File: config.mk
export PLATFORM = sky130hd
export DESIGN_NAME = instr_fetch_unit
export DESIGN_NICKNAME = d
export VERILOG_FILES = /design/src/rtl/instr_fetch_unit.sv
export SDC_FILE = /design/constraint.sdc
export NUM_CORES = 1
export LEC_CHECK = 0
export BUFFER_PORTS_ARGS = -buffer_cell sky130_fd_sc_hd__buf_2
export CELL_PAD_IN_SITES_DETAIL_PLACEMENT = 1
export CELL_PAD_IN_SITES_GLOBAL_PLACEMENT = 2
export CORE_ASPECT_RATIO = 2
export CORE_MARGIN = 2
export CORE_UTILIZATION = 27
export DETAILED_ROUTE_END_ITERATION = 7
export GPL_ROUTABILITY_DRIVEN = 1
export PLACE_DENSITY_LB_ADDON = 0.1
export SYNTH_ARGS = -nofsm -noshare
export SYNTH_HDL_FRONTEND = slang
export SYNTH_SLANG_ARGS = --single-unit
File: constraint.sdc
create_clock -name clk -period 2.6 [get_ports clk]
set_clock_uncertainty 0.05 [all_clocks]
set_input_delay 0.26 -clock clk [delete_from_list [all_inputs] [get_ports clk]]
set_output_delay 0.26 -clock clk [all_outputs]
set_load 0.005 [all_outputs]
File: src/rtl/instr_fetch_unit.sv
// Fetch-side initiator: owns the PC, drives the instruction memory, captures into IF/ID.
// Optional feature macro FETCH_PERF_EN enables the delivered-instruction counter.
module instr_fetch_unit #(
  parameter logic [31:0] RESET_PC = 32'h0000_0000,
  parameter int unsigned PC_STEP  = 4
) (
  input  logic        clk,
  input  logic        rst_n,
  input  logic        fetch_en,
  output logic [31:0] imem_addr,
  input  logic [31:0] imem_instr,
  input  logic        redirect_valid,
  input  logic [31:0] redirect_pc,
  output logic        id_valid,
  output logic [31:0] id_instr,
  output logic [31:0] id_pc,
  input  logic        id_ready,
  output logic        fault,
  output logic [31:0] perf_fetch_cnt
);

  localparam logic [1:0] ST_IDLE  = 2'd0;
  localparam logic [1:0] ST_RUN   = 2'd1;
  localparam logic [1:0] ST_FAULT = 2'd2;

  localparam logic [31:0] PC_INC = 32'(PC_STEP);

  logic [1:0]  state_q, state_d;
  logic [31:0] pc_q, pc_d;
  logic        id_valid_q, id_valid_d;
  logic [31:0] id_instr_q, id_instr_d;
  logic [31:0] id_pc_q, id_pc_d;
  logic        fault_q, fault_d;
  logic        adv_s;
  logic        accept_s;
  logic        misaligned_s;

  assign adv_s        = (state_q == ST_RUN) && fetch_en && (!id_valid_q || id_ready);
  assign accept_s     = id_valid_q && id_ready;
  assign misaligned_s = |redirect_pc[1:0];

  // Next-state decode for PC, IF/ID entry, FSM and fault flag
  always_comb begin
    state_d    = state_q;
    pc_d       = pc_q;
    id_valid_d = id_valid_q;
    id_instr_d = id_instr_q;
    id_pc_d    = id_pc_q;
    fault_d    = fault_q;
    case (state_q)
      ST_IDLE: begin
        if (accept_s) begin
          id_valid_d = 1'b0;
        end else begin
          id_valid_d = id_valid_q;
        end
        if (fetch_en) begin
          state_d = ST_RUN;
        end else begin
          state_d = ST_IDLE;
        end
      end
      ST_RUN: begin
        if (redirect_valid && misaligned_s) begin
          state_d    = ST_FAULT;
          id_valid_d = 1'b0;
          fault_d    = 1'b1;
        end else begin
          if (fetch_en) begin
            state_d = ST_RUN;
          end else begin
            state_d = ST_IDLE;
          end
          // A redirect kills the entry (after any same-cycle accept) and costs one bubble
          if (redirect_valid) begin
            pc_d       = redirect_pc;
            id_valid_d = 1'b0;
          end else if (adv_s) begin
            id_instr_d = imem_instr;
            id_pc_d    = pc_q;
            id_valid_d = 1'b1;
            pc_d       = pc_q + PC_INC;
          end else if (accept_s) begin
            id_valid_d = 1'b0;
          end else begin
            id_valid_d = id_valid_q;
          end
        end
      end
      ST_FAULT: begin
        id_valid_d = 1'b0;
        fault_d    = 1'b1;
      end
      default: begin
        state_d    = ST_IDLE;
        id_valid_d = 1'b0;
      end
    endcase
  end

  // State registers
  always_ff @(posedge clk or negedge rst_n) begin
    if (!rst_n) begin
      state_q    <= ST_IDLE;
      pc_q       <= RESET_PC;
      id_valid_q <= 1'b0;
      id_instr_q <= 32'h0000_0000;
      id_pc_q    <= 32'h0000_0000;
      fault_q    <= 1'b0;
    end else begin
      state_q    <= state_d;
      pc_q       <= pc_d;
      id_valid_q <= id_valid_d;
      id_instr_q <= id_instr_d;
      id_pc_q    <= id_pc_d;
      fault_q    <= fault_d;
    end
  end

`ifdef FETCH_PERF_EN
  logic [31:0] perf_q, perf_d;

  assign perf_d = accept_s ? (perf_q + 32'd1) : perf_q;

  // Delivered-instruction counter, cleared only by reset
  always_ff @(posedge clk or negedge rst_n) begin
    if (!rst_n) begin
      perf_q <= 32'h0000_0000;
    end else begin
      perf_q <= perf_d;
    end
  end

  assign perf_fetch_cnt = perf_q;
`else
  assign perf_fetch_cnt = 32'h0000_0000;
`endif

  assign imem_addr = pc_q;
  assign id_valid  = id_valid_q;
  assign id_instr  = id_instr_q;
  assign id_pc     = id_pc_q;
  assign fault     = fault_q;

endmodule

==> results_dict.tcl <==
set metrics [dict create \
    finalWorstPathRequiredPeriod_ns 2.25 \
    switching_power_mw 1.95 \
    synth_area_leaders "dfrtp_1, nand2_1, buf_4, mux2i_1, o22ai_1" \
    syn_area_per_cell_um2 8.78 \
    crit_path_max_incr_delay_ns 0.50 \
    critical_path_required_ns 2.83 \
    core-area_um2 17600 \
    p_per_area_nw_per_um2 919 \
    dieArea_um2 19000 \
    fp-row-count 69 \
    switching_share 0.344 \
    synth_seq_cells 100 \
    ant_nets 0 \
    clockBufferDepth 2 \
    grt_pass1_wl_um 24500 \
    ys.flop_type "dfrtp_1" \
    vdd_drop_max_uv 288 \
    yosysTopAreaCell "dfrtp_1" \
    vias 4364 \
    remaining_drc_errors 0 \
    path_buf_inv 1 \
    crit_arrival_ns 2.47 \
    dp_hpwl_um 10800 \
    timing.fmax_ghz 0.445 \
    p_leak_nw 3.27 \
    die-height_um 193 \
    start_util 0.274 \
    met3_length_um 767 \
    cts.sinks 100 \
    crit_type "flip-flop to flip-flop" \
    synth_top_area_share 0.519 \
    cts_setup_buffers 0 \
    slew_viol_final 0 \
    tns_ns 0 \
    cp_max_fo 76 \
    drt_iter0_drc 96 \
    start_kind "flip-flop" \
    ys_types 44 \
    globalplace.congestion 0.721 \
    ios 199 \
    final_util 0.350 \
    ys_seq_area_frac 0.519 \
    hold_viol_final 0 \
    grtUsageTotal 0.164 \
    grt_pass1_vias 4396 \
    grt_max_degree 77 \
    rsz0062_at_grt "false" \
    status "finished, final reports clean" \
    synthArstFlopShare 1.00 \
    endpoint_kind "flip-flop" \
    p_clk_frac 0.257 \
    io_buffers 166 \
    drv_cap 0 \
    antenna_cells 0 \
    vias_per_cell 4.69 \
    syn_to_final_growth_pct 27.7 \
    cpMaxStageDelayCell "or4b_4" \
    drtPass1Iterations 4 \
    cts_tree "done" \
    setup_viol 0 \
    synth_cells 549 \
    avgRoutedWirePerCell_um 17.1 \
    crit_family "simple AND/OR/NAND/NOR gates" \
    worstPathCellList "nand2b_1, or4b_4, buf_4, nor3_1, mux2i_1, o211ai_2" \
    tightest_slew_ns 0.964 \
    finalCritPeriodShare 0.864 \
    htree_levels 3 \
    layout-drive-gt1-share 0.294 \
    wl_met2_um 7970 \
    ys_warn_count 0 \
    die_w_um 98.5 \
    synth_enable_flop_cells 0 \
    max_slew_margin 0.355 \
    holdWs_ns 0.0464 \
    p_int_mw 3.71 \
    synth_common_cells "nand2_1, dfrtp_1, buf_4" \
    finalNetCount 783 \
    path_clk_slew_ns 0.07 \
    cts.root.buffer_cell "clkbuf_16" \
    topRoutingLayerUsed "met4" \
    met1_length_um 6910 \
    insertion_delay_ns 0.35 \
    seqPwrFrac 0.453 \
    wirelength_um 15900 \
    yosysMostFrequentCell "nand2_1" \
    p_comb_frac 0.290 \
    hold_path.class "input port to flip-flop" \
    numCtsBuffers 9 \
    grt_overflow 0 \
    grt_antenna_before_repair 0 \
    synth_area_um2 4820 \
]
[sequential cells by signal (all words and copies together) (netlist names)]
| register | cells |
|---|---|
| imem_addr | 32 |
| state_q | 2 |
| id_instr | 32 |
| id_pc | 32 |
| fault | 1 |
| id_valid | 1 |
[kinds of logic (layout without fill, tap and decap cells)]
kind of cell | after synthesis | after routing | share of synthesized area
AO/OA/AOI/OAI | 74 | 74 | 0.0940
adder cells (fa/ha/maj) | 1 | 1 | 0.00260
buffers and inverters | 64 | 201 | 0.0768
flip-flops | 100 | 100 | 0.519
multiplexers | 15 | 15 | 0.0317
other | 1 | 32 | 0.000778
AND/OR/NAND/NOR | 294 | 294 | 0.275
[worst paths after layout]
kind / from / to / slack [ns] / depth (start not counted)
min in group asynchronous: rst_n / id_pc[7]$_DFFE_PN0P_ / 0.46 / 2
worst max-delay path: state_q[1]$_DFFE_PN0N_ / imem_addr[31]$_DFFE_PN0P_ / 0.35 / 6
worst min-delay path: imem_instr[1] / id_instr[1]$_DFFE_PN0P_ / 0.05 / 3
max in group asynchronous: rst_n / imem_addr[23]$_DFFE_PN0P_ / 1.26 / 3
worst min register to register: id_instr[3]$_DFFE_PN0P_ / id_instr[3]$_DFFE_PN0P_ / 0.42 / 2
worst max register to register: state_q[1]$_DFFE_PN0N_ / imem_addr[31]$_DFFE_PN0P_ / 0.35 / 6
[through the flow]
stage	std cells	setup slack [ns]	cell area (um2)	total power [mW]
floorplan	580	0.570	4940	3.36
global placement	914	0.358	5840	4.25
detailed placement	914	0.347	5840	4.29
CTS	930	0.321	6160	5.78
global route	930	0.148	6160	6.12
finish	930	0.355	6160	5.66
[power by group through the flow]
stage | combinational, mW | sequential, mW | clock [mW]
floorplan | 0.799 | 2.56 | 0
global placement | 1.65 | 2.59 | 0
detailed placement | 1.68 | 2.61 | 0
CTS | 1.70 | 2.58 | 1.51
global route | 1.89 | 2.66 | 1.56
finish | 1.64 | 2.56 | 1.45
[routing by layer]
metal  GRT usage  vias up
met2       0.283      117
met1       0.211     2121
met4      0.0511        0
met3      0.0278       11
li1            -     2115
met5           0        -
[what timing repair did]
| item | CTS | global route |
|---|---|---|
| hold endpoints to repair | 47 | 0 |
| hold buffers | 1 | 0 |
| resized for setup | 0 | 0 |
| setup endpoints to repair | 0 | 0 |
[worst min-delay path, stage by stage]
cell     delay (ns)
buf_2          0.07
nand2_1        0.04
nand2_1        0.04
[cells in the final DEF, fill, tap and decap left out, types with 2 or more instances in the layout]
master	instances
nand2_1	200
buf_2	165
dfrtp_1	100
conb_1	32
nor2_1	25
nand3_1	20
o22ai_1	20
a21oi_1	18
buf_4	16
mux2i_1	13
nor3_1	11
o21ai_1	10
nand4_1	9
o21ai_0	9
clkbuf_16	9
a22oi_1	5
and2_1	4
and4_1	4
nor4_2	4
a211oi_1	3
nor2b_1	2
nand2b_1	2
mux2_1	2
inv_1	2
o211ai_2	2
and3_2	2
a41o_1	2
clkinvlp_4	2
bufinv_16	2
clkbuf_1	2
buf_12	2
[final cells by class]
cell class / count / area [um2]
Fill cell: 2166 / 11500
Sequential cell: 100 / 2500
Multi-Input combinational cell: 416 / 2080
Timing Repair Buffer: 184 / 996
Tap cell: 213 / 267
Clock buffer: 11 / 233
Clock inverter: 4 / 75.1
Inverter: 2 / 7.51
Power figures use the tool's default switching activity.
